<file path="src/rtl/alu_pkg.sv">
// Shared opcode and FSM state encodings for the ALU block.
package alu_pkg;

  typedef enum logic [2:0] {
    OP_ADD = 3'b000,
    OP_SUB = 3'b001,
    OP_AND = 3'b010,
    OP_OR  = 3'b011,
    OP_NOR = 3'b100,
    OP_XOR = 3'b101
  } op_e;

  typedef enum logic {
    ST_IDLE = 1'b0,
    ST_EXEC = 1'b1
  } state_e;

endpackage

</file>
<file path="src/rtl/alu_core.sv">
// Combinational operation core: maps captured operands and opcode to a WIDTH-bit value.
module alu_core
  import alu_pkg::*;
#(
  parameter int WIDTH = 16
) (
  input  logic [WIDTH-1:0] i_a,
  input  logic [WIDTH-1:0] i_b,
  input  logic [2:0]       i_op,
  output logic [WIDTH-1:0] o_y
);

  always_comb begin
    o_y = '0;
    case (i_op)
      OP_ADD:  o_y = i_a + i_b;
      OP_SUB:  o_y = i_a - i_b;
      OP_AND:  o_y = i_a & i_b;
      OP_OR:   o_y = i_a | i_b;
      OP_NOR:  o_y = ~(i_a | i_b);
      OP_XOR:  o_y = i_a ^ i_b;
      // 110 and 111 are reserved and yield zero
      default: o_y = '0;
    endcase
  end

endmodule

</file>
<file path="src/rtl/alu.sv">
// Two-state start/done ALU: capture operands on start, compute and register result next cycle.
module alu
  import alu_pkg::*;
#(
  parameter int WIDTH = 16
) (
  input  logic             clock,
  input  logic             reset,
  input  logic             Start_signal,
  input  logic [WIDTH-1:0] a,
  input  logic [WIDTH-1:0] b,
  input  logic [2:0]       op,
  output logic             done,
  output logic [WIDTH-1:0] result
);

  state_e           r_state;
  logic [WIDTH-1:0] r_a;
  logic [WIDTH-1:0] r_b;
  logic [2:0]       r_op;
  logic             r_done;
  logic [WIDTH-1:0] r_result;
  logic [WIDTH-1:0] w_y;

  alu_core #(
    .WIDTH (WIDTH)
  ) u_core (
    .i_a  (r_a),
    .i_b  (r_b),
    .i_op (r_op),
    .o_y  (w_y)
  );

  // Start is only honoured in IDLE, so a held start relaunches every second cycle.
  always_ff @(posedge clock) begin
    if (reset) begin
      r_state  <= ST_IDLE;
      r_a      <= '0;
      r_b      <= '0;
      r_op     <= '0;
      r_done   <= 1'b0;
      r_result <= '0;
    end else begin
      r_done <= 1'b0;
      case (r_state)
        ST_IDLE: begin
          if (Start_signal) begin
            r_a     <= a;
            r_b     <= b;
            r_op    <= op;
            r_state <= ST_EXEC;
          end
        end
        ST_EXEC: begin
          r_result <= w_y;
          r_done   <= 1'b1;
          r_state  <= ST_IDLE;
        end
      endcase
    end
  end

  assign done   = r_done;
  assign result = r_result;

endmodule

</file>
<file path="config.mk">
export PLATFORM = sky130hd
export DESIGN_NAME = alu
export DESIGN_NICKNAME = d
export VERILOG_FILES = /design/src/rtl/alu_pkg.sv /design/src/rtl/alu_core.sv /design/src/rtl/alu.sv
export SDC_FILE = /design/constraint.sdc
export NUM_CORES = 1
export LEC_CHECK = 0
export BUFFER_PORTS_ARGS = -buffer_cell sky130_fd_sc_hd__clkbuf_2
export CORE_MARGIN = 2
export CORE_UTILIZATION = 30
export CTS_BUF_LIST = sky130_fd_sc_hd__clkbuf_16
export DETAILED_ROUTE_END_ITERATION = 6
export PLACE_DENSITY_LB_ADDON = 0.08
export REMOVE_ABC_BUFFERS = 1
export SLEW_MARGIN = 30
export SYNTH_ARGS = -nofsm -noshare
export SYNTH_HDL_FRONTEND = slang
export SYNTH_SLANG_ARGS = --single-unit
</file>
<file path="constraint.sdc">
create_clock -name clock -period 3.72 [get_ports clock]
set_input_delay 0.744 -clock clock [delete_from_list [all_inputs] [get_ports clock]]
set_output_delay 0.744 -clock clock [all_outputs]
set_load 0.005 [all_outputs]
</file>
# == After elaboration in Yosys (flattened, before gate mapping) ==
# Cells that the tools add are included.
# word_totals
in_bits,38
ff_bits,53
elab_cells,24
# classes
reduce_logical,2
add_sub_neg,2
n_mux,4
bitwise_logic,5
n_eq_ne,5
# op_table
operator,n
16-bit one-hot mux with 6 select lines,1
16-bit adder,1
16-bit bitwise AND,1
16-bit inverter,1
16-bit bitwise OR,1
16-bit subtractor,1
16-bit XOR,1
3-bit by 2-bit equality test with 1-bit output (second input constant),2
3-bit equality test (second input constant),2
3-bit by 1-bit equality test with 1-bit output (second input constant),1
3-bit logical NOT,1
1-bit two-way mux,2
1-bit one-hot mux with 2 select lines,1
2-bit AND reduction,1
1-bit inverter,1

# == Longest topological paths before layout ==
# Gate-level depths: netlist of the first run.
# depth
word_depth,3
depth_mapped,14

# == Modules after synthesis ==
# Synthesis of the first run repeated with hierarchy kept, for this count alone.
# unflattened
hier_cells,530
hier_area_um2,4563.1
# by_module_without_submodules
mod,n_inst,seq_area_each_um2,area_each_um2,cells_each
alu,1,1061.0,2371.0,215
alu_core,1,0.0,2192.1,315

# == Least setup slack after synthesis of the first run ==
# OpenSTA, ideal clock, no wires.
# synth_path
path_type,flip-flop to flip-flop
start,register r_op[1]
end,"register r_result[13], in the netlist result[13]"
setup_ps,121
arrival_time_ps,2739
t_required_ps,3599
path_stages_with_launch,14
slack_ps,860
cell_sequence,dfxtp_1 > buf_2 > nor2_1 > and2_1 > buf_2 > a21oi_1 > xnor2_1 > ha_1 > a21oi_2 > o21ai_1 > a2111o_1 > a31oi_2 > mux2i_1 > nand2_1
# synth_via
elab_chain_len,2
elab_cells_between_ends,7
cone_classes,eq/ne: 5; mux: 1; reduce/logical: 1
# synth_lines
element,line,rtl
start: declaration,alu.sv:20,logic [2:0] r_op;
start signal: assignment,alu.sv:50,r_op <= op;
3-bit equality test (tied with other cells),alu_core.sv:15,case (i_op)
16-bit one-hot mux with 6 select lines (*),alu_core.sv:15,
end signal: assignment,alu.sv:55,r_result <= w_y;
end: declaration,alu.sv:22,logic [WIDTH-1:0] r_result;
# Every way passes the cells marked *; elsewhere a longest branch is shown, timed or not.
# A chain may end at the register's enable or synchronous reset.

# == Worst setup path in the final report of the first run ==
# Ends and elaborated chain as after synthesis.

==> metrics.txt, run 1 <==
Core Footprint between 10000 and 15000 um^2; Post-CTS Hold Buffers 0; die width ~120 um; gr usage total around 17%; P&R area growth vs syn 14.0%; largest net degree at the start of global routing 40; Crit-path slowest cell and2_1; Fmax ~0.32 GHz; register area ~1100 um^2; worst slew pin tran ~0.99 ns; Crit Path Max Fanout 9; Period minus WS final about 3.1 ns; Reg clk slew, reported paths 0.08 ns; Fin. Hold Viols 0; critical path startpoint category register; multi-input logic area ~2600 um^2; CTS buffer count 5; Crit Path Class register to register; Comb pwr share 32.9%; Die Y-Extent ~120 um; post-route ant nets 0; PD cells 397 nW/um^2; RSZ-0062 raised after global routing no; initial core utilization between 30% and 40%; critical path buffer and inverter count 0; final setup vio count 0; warnings from Yosys 0; DR pass1 iterations 4; synth unique cells between 50 and 60; Synth Instances between 500 and 600; DR iter-0 viols 143; CP top delay family compound AO/OA/AOI/OAI gates; Crit path arrival time around 3.3 ns; Mapped Area about 3900 um^2; part of the power in registers a little under two fifths; status completed; Max Cap Violations 0; die area 14100 um^2; antenna violations before repair 0; Int Power around 1.2 mW; Routed WL per cell 15.5 um; final setup TNS 0 ns; worst hold path class register to register; Fillers roughly 1400; cts repair resizes 0; layout cells sized above 1 between 10% and 20%; dpl cell area about 4300 um^2; Layout Utilization 35.3%; crit share post-route a little over four fifths; Psw around 0.6 mW; clock power share a little under a third; first-pass GRT wire length approximately 19 mm; Vias about 3600; DRC errors left 0; clk sinks 53; site row count 41; Worst-Skew Late Latency 0.31 ns; final wirelength 11.3 mm; VDD IR max 0.179 mV; gr ovfl total 0; Synth Area per Inst around 7.6 um^2; clock tree buffer depth 2; Vias per Instance between 4 and 5; design area 4490 um^2; number of setup buffers added after CTS 0; Port Buffers 54; sequential area share after synthesis 26.9%; number of global-route vias before repair ~3600; leakage power roughly 1.9 nW; critical-path cell list nor2_1 -> and2_1 -> a21oi_1 -> xnor2_1 -> ha_1 -> a21oi_2 -> o21ai_1 -> a2111o_1 -> a31oi_2 -> mux2i_1 -> nand2_1; data required time of the critical path approximately 3.9 ns; Sw Share roughly a third; ant diodes 0; Critical Path Sink Type register; critical path's largest stage delay 0.43 ns; Slew Limit Fails 0; Nets between 600 and 700; HPWL Detailed roughly 8.4 mm; RePlAce Congestion about 0.87; Slew headroom 33.7%; CTS H-tree lvls 2; root buffer cell clkbuf_16; num ports 55; Clock Skews between 0.009 and 0.01 ns; synthesis-stage register bit count 53; CTS tree yes
-- power groups by stage --
stage / clock (mW) / combinational, mW / sequential (mW)
6_report: 0.543 / 0.586 / 0.654
5_1_grt: 0.589 / 0.660 / 0.662
4_1_cts: 0.570 / 0.590 / 0.655
3_5_place_dp: 0 / 0.587 / 0.669
3_3_place_gp: 0 / 0.581 / 0.667
2_1_floorplan: 0 / 0.410 / 0.660
-- sequential cells by signal, indices dropped and copies added (netlist names) --
name	count
done	1
r_a	16
r_b	16
r_op	3
r_state	1
result	16
-- cell usage after synthesis (all sizes together) --
master	number	area [um^2]
xor2	2	17.5
and4	1	10.0
o21ai	29	145
mux2	1	11.3
ha	48	601
a41oi	2	17.5
o41ai	1	16.3
nand2b	8	50.1
clkbuf	18	67.6
o31ai	1	7.51
and2	1	6.26
mux2i	1	10.0
xnor2	22	193
inv	35	131
buf	13	96.3
and2b	1	7.51
o21bai	1	7.51
a21o	5	38.8
o21a	1	7.51
nor4	3	33.8
nor2	32	120
o2111ai	1	8.76
nor3	4	20.0
nand4	2	12.5
dfxtp	53	1060
nor2b	3	21.3
nand2	93	349
o22ai	1	6.26
a32o	1	10.0
a2111o	1	11.3
and3	1	6.26
nand3	4	25.0
a2bb2oi	1	8.76
a22oi	2	15.0
o221ai	1	8.76
o211ai	4	30.0
a21oi	77	393
or2	1	6.26
a221o	1	10.0
fa	1	20.0
a31oi	8	56.3
a211oi	16	120
a221oi	16	146
-- worst min-delay path: stages, from the launching register on --
cell and delay, ns:
dfxtp_1 0.32, nand2_1 0.05, o21ai_1 0.05
-- kinds of logic (layout without fill, tap and decap cells) --
logic type / Yosys count / count (layout) / synth area share (%)
AO/OA/AOI/OAI: 170 / 170 / 27.0
XOR/XNOR: 24 / 24 / 5.33
adder cells (fa/ha/maj): 49 / 49 / 15.7
buffers and inverters: 66 / 105 / 7.49
flip-flops: 53 / 53 / 26.9
multiplexers: 2 / 2 / 0.540
AND/OR/NAND/NOR: 154 / 154 / 17.0
-- layout make-up --
type / count / share of cell area [%]
multi-input cells: 399 / 57.6
flip-flops and latches: 53 / 23.6
well taps: 172 / 4.79
clock buffers: 5 / 2.78
clock inverters: 3 / 0.919
inverters: 35 / 2.92
repair buffers: 62 / 7.35
-- stage by stage --
stage / setup slack, ns / cells / power, mW / hold WS, ns
floorplan: 0.688 / 487 / 1.07 / 0.444
global placement: 0.708 / 721 / 1.25 / 0.449
detailed placement: 0.617 / 721 / 1.26 / 0.447
CTS: 0.594 / 729 / 1.82 / 0.465
global route: 0.313 / 729 / 1.91 / 0.502
finish: 0.608 / 729 / 1.78 / 0.463
-- placed cells by master (no fill, tap or decap), types with 16 or more instances in the layout --
cell	count
nand2_1	93
a21oi_1	75
clkbuf_2	54
dfxtp_1	53
ha_1	48
inv_1	35
nor2_1	32
xnor2_1	22
o21ai_1	19
a211oi_1	16
-- routing by layer --
metal,vias up,track usage (%),wire length [um]
li1,1882,-,-
met1,1685,21.9,5420
met2,66,28.9,5310
met3,8,2.46,476
met4,0,4.02,113
met5,-,0,0
-- path summary, 6_finish.rpt --
path                                           endpoint  slack (ns)                   start  cells past startpoint
worst max-delay path            result[13]$_SDFFE_PP0P_        0.61    r_op[1]$_SDFFE_PP0P_                     11
worst min-delay path             result[4]$_SDFFE_PP0P_        0.46  result[4]$_SDFFE_PP0P_                      2
worst max register to register  result[13]$_SDFFE_PP0P_        0.61    r_op[1]$_SDFFE_PP0P_                     11
worst min register to register   result[4]$_SDFFE_PP0P_        0.46  result[4]$_SDFFE_PP0P_                      2
(Power assumes the default switching activity.)
==> run 2: changes to the inputs <==
Clock period 3.72 ns to 3.2 ns, I/O delays scaled along.
==> run 2 against run 1 <==
Clock skew is 0.00053 ns lower; non-clock buffer count is 13 higher; largest cell class unchanged; critical path depth up 1; clock power up 31%; sequential power rose by 16%; die area did not move; critical path type unchanged; sequential share of layout area fell by 0.64 points; core utilization grew 0.98 points; clock-buffer cell count stayed put; via count is 2.3% higher; fmax up 7.2%; first-iteration DRC count shrank 6.3%.
==> metrics.txt, run 2 (synthesis results as in run 1) <==
gr ovfl total 0; post-route ant nets 0; R2R Setup Slk a little under 0.3 ns; Clock Skews 0.00903 ns; Routed WL per cell between 15 and 20 um; top sig layer met4; wire length on met3 431 um; worst slew pin tran between 0.7 and 0.8 ns; number of global-route vias before repair 3721; initial core utilization around 31%; data required time of the critical path 3.42 ns; CP endpoint result[14]$_SDFFE_PP0P_; clk sinks 53; Worst R2R Start r_op[2]$_SDFFE_PP0P_; worst hold path class register to register; register area between 1000 and 1500 um^2; Slew headroom approximately half; die area ~14000 um^2; CTS tree yes; gr usage total 17.0%; Vias about 3700; critical path's largest stage delay about 0.41 ns; Core Footprint roughly 13000 um^2; Reg clk slew, reported paths approximately 0.080 ns; status completed; WHS ~0.46 ns; layout cells sized above 1 roughly 17%; antenna violations before repair 0; multi-input logic area 2590 um^2; Period minus WS final 2.90 ns; num ports 55; final wirelength about 12 mm; DR pass1 iterations 7; Reg2Reg Capture Point result[14]$_SDFFE_PP0P_; CTS H-tree lvls 2; final setup TNS 0 ns; Max Cap Violations 0; critical path buffer and inverter count 1; M1 wire length between 5 and 6 mm; Fillers 1431; Port Buffers 54; ant diodes 0; commonest non-fill, non-tap cell in the layout nand2_1; clock tree buffer depth 2; Worst R2R Path Depth 12; Nets 656; Post-CTS Hold Buffers 0; Fin. Hold Viols 0; HPWL Detailed around 8.7 mm; critical path startpoint category register; RePlAce Congestion slightly below 0.9; critical path depth 12; largest net degree at the start of global routing 40; RSZ-0062 raised after global routing no; Met2 Wirelength 5.36 mm; Critical Path Sink Type register; critical-path cell list nor2_2 -> and2_1 -> buf_4 -> a41oi_1 -> xnor2_1 -> ha_1 -> o211ai_1 -> a21oi_1 -> o2111ai_1 -> a21oi_2 -> nor3_1 -> o31ai_1; Crit Path Class register to register; Crit path arrival time between 3 and 4 ns; most frequent cells in the layout nand2_1, a21oi_1, clkbuf_2; Crit Path Max Fanout 9; CP Launch Point r_op[2]$_SDFFE_PP0P_; Fmax between 0.3 and 0.4 GHz; Worst-Skew Late Latency 0.31 ns; PD cells 471 nW/um^2; Slew Limit Fails 0; VDD IR max roughly 0.19 mV; root buffer cell clkbuf_16; P&R area growth vs syn 17.2%; first-pass GRT wire length ~19 mm; final setup vio count 0; DRC errors left 0; Crit-path slowest cell ha_1; die width 119 um; leakage power approximately 1.9 nW; crit share post-route around nine tenths; site row count between 40 and 50; DR iter-0 viols 134; Vias per Instance roughly 5; CP top delay family compound AO/OA/AOI/OAI gates; Die Y-Extent 119 um; CTS buffer count 5
[run 2: cell types whose count changed in the layout (fill, tap and decap cells not counted), sizes merged]
cell,change
buf,+13
bufinv,+1
clkinvlp,-1
[run 2: power by group]
part	switching, mW	leakage [nW]	internal (mW)	total, mW
sequential	0.0495	0.435	0.708	0.758
combinational	0.402	1.41	0.301	0.704
clock	0.267	0.0938	0.448	0.714
total	0.719	1.94	1.46	2.18
[run 2: routing by layer]
metal | track usage [%] | up-vias
met1 | 22.1 | 1731
li1 | - | 1914
met3 | 3.23 | 12
met5 | 0 | -
met2 | 28.9 | 66
met4 | 4.32 | 0
[run 2: final cells by class]
| cell class | instances | area share (%) |
|---|---|---|
| well taps | 172 | 4.66 |
| clock buffers | 5 | 2.71 |
| inverters | 35 | 2.84 |
| repair buffers | 75 | 9.26 |
| clock inverters | 3 | 1.41 |
| flip-flops and latches | 53 | 23.0 |
| multi-input cells | 399 | 56.1 |
[run 2: worst min-delay path by stage]
stage                                       from                     end  slack (ns)  cells after the start
after floorplan           result[3]$_SDFFE_PP0P_  result[3]$_SDFFE_PP0P_        0.44                      2
after global placement    result[4]$_SDFFE_PP0P_  result[4]$_SDFFE_PP0P_        0.45                      2
after detailed placement  result[4]$_SDFFE_PP0P_  result[4]$_SDFFE_PP0P_        0.45                      2
after CTS                 result[4]$_SDFFE_PP0P_  result[4]$_SDFFE_PP0P_        0.47                      2
after global routing      result[3]$_SDFFE_PP0P_  result[3]$_SDFFE_PP0P_        0.50                      2
final                     result[4]$_SDFFE_PP0P_  result[4]$_SDFFE_PP0P_        0.46                      2
[run 2: metrics by stage]
stage	area, um^2	util (%)	total power, mW	setup WS, ns	std cells
after CTS	4610	36.2	2.21	0.161	741
after floorplan	3780	-	1.24	0.168	487
after detailed placement	4420	34.7	1.48	0.215	733
after global routing	4620	36.3	2.33	0.00405	742
final	4620	36.3	2.18	0.297	742
after global placement	4420	34.7	1.47	0.248	733
[run 2: tightest hold or removal path, stage by stage (launching register included)]
cell and delay, ns:
dfxtp_1 0.31, nand2_1 0.05, o21ai_1 0.05
[run 2: what timing repair did]
| item | in CTS | in global routing |
|---|---|---|
| endpoints found under the hold margin | 0 | 0 |
| setup buffers | 0 | 1 |
| gates resized for setup | 0 | 2 |
| endpoints found under the setup margin | 0 | 3 |
==> run 3: changes to the inputs <==
Settings changed: PLACE_DENSITY set to 0.45, PLACE_DENSITY_LB_ADDON 0.08 to not set.
==> run 3 against run 2 <==
Final area is 2.5% lower; die area stayed put; via count fell by 1.4%; clock skew shrank 0.0042 ns; core utilization down 0.90 points; first-iteration DRC count is 9.0% lower; clock-buffer cell count did not move; global-route usage is 0.87 points lower.
==> metrics.txt, run 3 (synthesis results as in run 1) <==
status completed; Comb pwr share 34.7%; Routed WL per cell between 15 and 20 um; Int Power about 1.3 mW; initial core utilization 31.0%; final wirelength between 10 and 15 mm; Fmax roughly 0.34 GHz; DR pass1 iterations 4; clk sinks 53; most frequent cells in the layout nand2_1, a21oi_1, clkbuf_2; data required time of the critical path between 3 and 4 ns; die area ~14000 um^2; ant diodes 0; Tot Pwr 1.97 mW; Worst-Skew Late Latency approximately 0.30 ns; Core Footprint around 13000 um^2; crit share post-route 92.3%; Slew headroom between 50 and 60%; Slew Limit Fails 0; gr usage total roughly 16%; root buffer cell clkbuf_16; commonest non-fill, non-tap cell in the layout nand2_1; Crit Path Class register to register; Crit Path Max Fanout 9; layout cells sized above 1 15.1%; CTS buffer count 5; DRC errors left 0; final setup TNS 0 ns; leakage power between 1.5 and 2 nW; P&R area growth vs syn 14.3%; post-route ant nets 0; number of global-route vias before repair approximately 3500; PD cells about 440 nW/um^2; Post-CTS Hold Buffers 0; Die Y-Extent about 120 um; RePlAce Congestion ~0.86; num ports 55; Fin. Hold Viols 0; Nets 649; Clock Skews approximately 0.0048 ns; clock tree buffer depth 2; CTS H-tree lvls 2; antenna violations before repair 0; die width 119 um; Max Cap Violations 0; Critical Path Sink Type register; final setup vio count 0; VDD IR max between 0.2 and 0.25 mV; CP Launch Point r_op[1]$_SDFFE_PP0P_; CTS tree yes; HPWL Detailed around 8.3 mm; RSZ-0062 raised after global routing no; Psw around 0.69 mW; DR iter-0 viols between 100 and 150; Crit path arrival time 3.15 ns; worst hold path class register to register; gr ovfl total 0; first-pass GRT wire length ~18 mm; part of the power in registers between 30% and 40%; Vias per Instance between 5 and 6; Worst R2R Start r_op[1]$_SDFFE_PP0P_; critical path startpoint category register; Port Buffers 54; Sw Share a little over a third; Reg clk slew, reported paths approximately 0.07 ns; clock power share 26.7%; largest net degree at the start of global routing 40; Vias about 3700; worst slew pin tran roughly 0.72 ns; Hold Startpoint result[4]$_SDFFE_PP0P_; Period minus WS final between 2 and 3 ns; site row count 41
run 3: cell count changes in the layout (fill, tap and decap cells not counted):
| cell | previous run | this run |
|---|---|---|
| a21oi_1 | 74 | 75 |
| a21oi_2 | 3 | 2 |
| and2_1 | 1 | 0 |
| and2_2 | 0 | 1 |
| buf_4 | 21 | 14 |
| bufinv_16 | 2 | 0 |
| clkinv_1 | 0 | 1 |
| clkinv_2 | 1 | 0 |
| inv_1 | 35 | 36 |
| nor2_1 | 31 | 32 |
| nor2_2 | 1 | 0 |
run 3: area by class of cell:
cell class | count | area [um^2]
fillers | 1431 | 8220
multi-input cells | 399 | 2590
clock buffers | 5 | 125
flip-flops and latches | 53 | 1060
clock inverters | 2 | 7.51
well taps | 172 | 215
repair buffers | 68 | 375
inverters | 35 | 131
run 3: per-stage QoR:
stage	hold WS, ns	instances	utilization (%)	worst slack, ns	cell area (um^2)
3_3_place_gp	0.449	727	34.4	0.304	4370
5_1_grt	0.494	734	35.4	0.0238	4500
2_1_floorplan	0.444	487	-	0.168	3780
6_report	0.461	734	35.4	0.248	4500
4_1_cts	0.464	734	35.4	0.186	4500
3_5_place_dp	0.447	727	34.4	0.200	4370
run 3: power by group through the flow:
| stage | registers, mW | logic, mW | clock network, mW |
|---|---|---|---|
| 3_3_place_gp | 0.774 | 0.681 | 0 |
| 6_report | 0.759 | 0.684 | 0.527 |
| 3_5_place_dp | 0.775 | 0.688 | 0 |
| 2_1_floorplan | 0.768 | 0.477 | 0 |
| 4_1_cts | 0.760 | 0.691 | 0.547 |
| 5_1_grt | 0.767 | 0.776 | 0.570 |
run 3: repair_timing:
action / 4_1_cts / 5_1_grt
buffers inserted: 0 / 0
endpoints found under the setup margin: 0 / 2
resized for setup: 0 / 1
run 3: path summary, 6_finish.rpt:
check	end	slack, ns	cells past startpoint
max	result[13]$_SDFFE_PP0P_	0.25	11
min	result[4]$_SDFFE_PP0P_	0.46	2
max reg2reg	result[13]$_SDFFE_PP0P_	0.25	11
min reg2reg	result[4]$_SDFFE_PP0P_	0.46	2
run 3: critical path, stage by stage, from the launching register on:
cell and delay, ns:
dfxtp_1 0.49, nor2_1 0.14, and2_2 0.29, a41oi_1 0.23
xnor2_1 0.15, ha_1 0.34, a21oi_2 0.19, o21ai_1 0.09
a2111o_1 0.42, a31oi_2 0.23, mux2i_1 0.21, nand2_1 0.06
run 3: layer usage:
layer / GRT usage (%) / part of all wire (%) / up-vias
li1: - / - / 1893
met1: 21.1 / 48 / 1715
met2: 27.6 / 48 / 56
met3: 2.46 / 3.0 / 8
met4: 4.24 / 1.1 / 0
met5: 0 / 0 / -
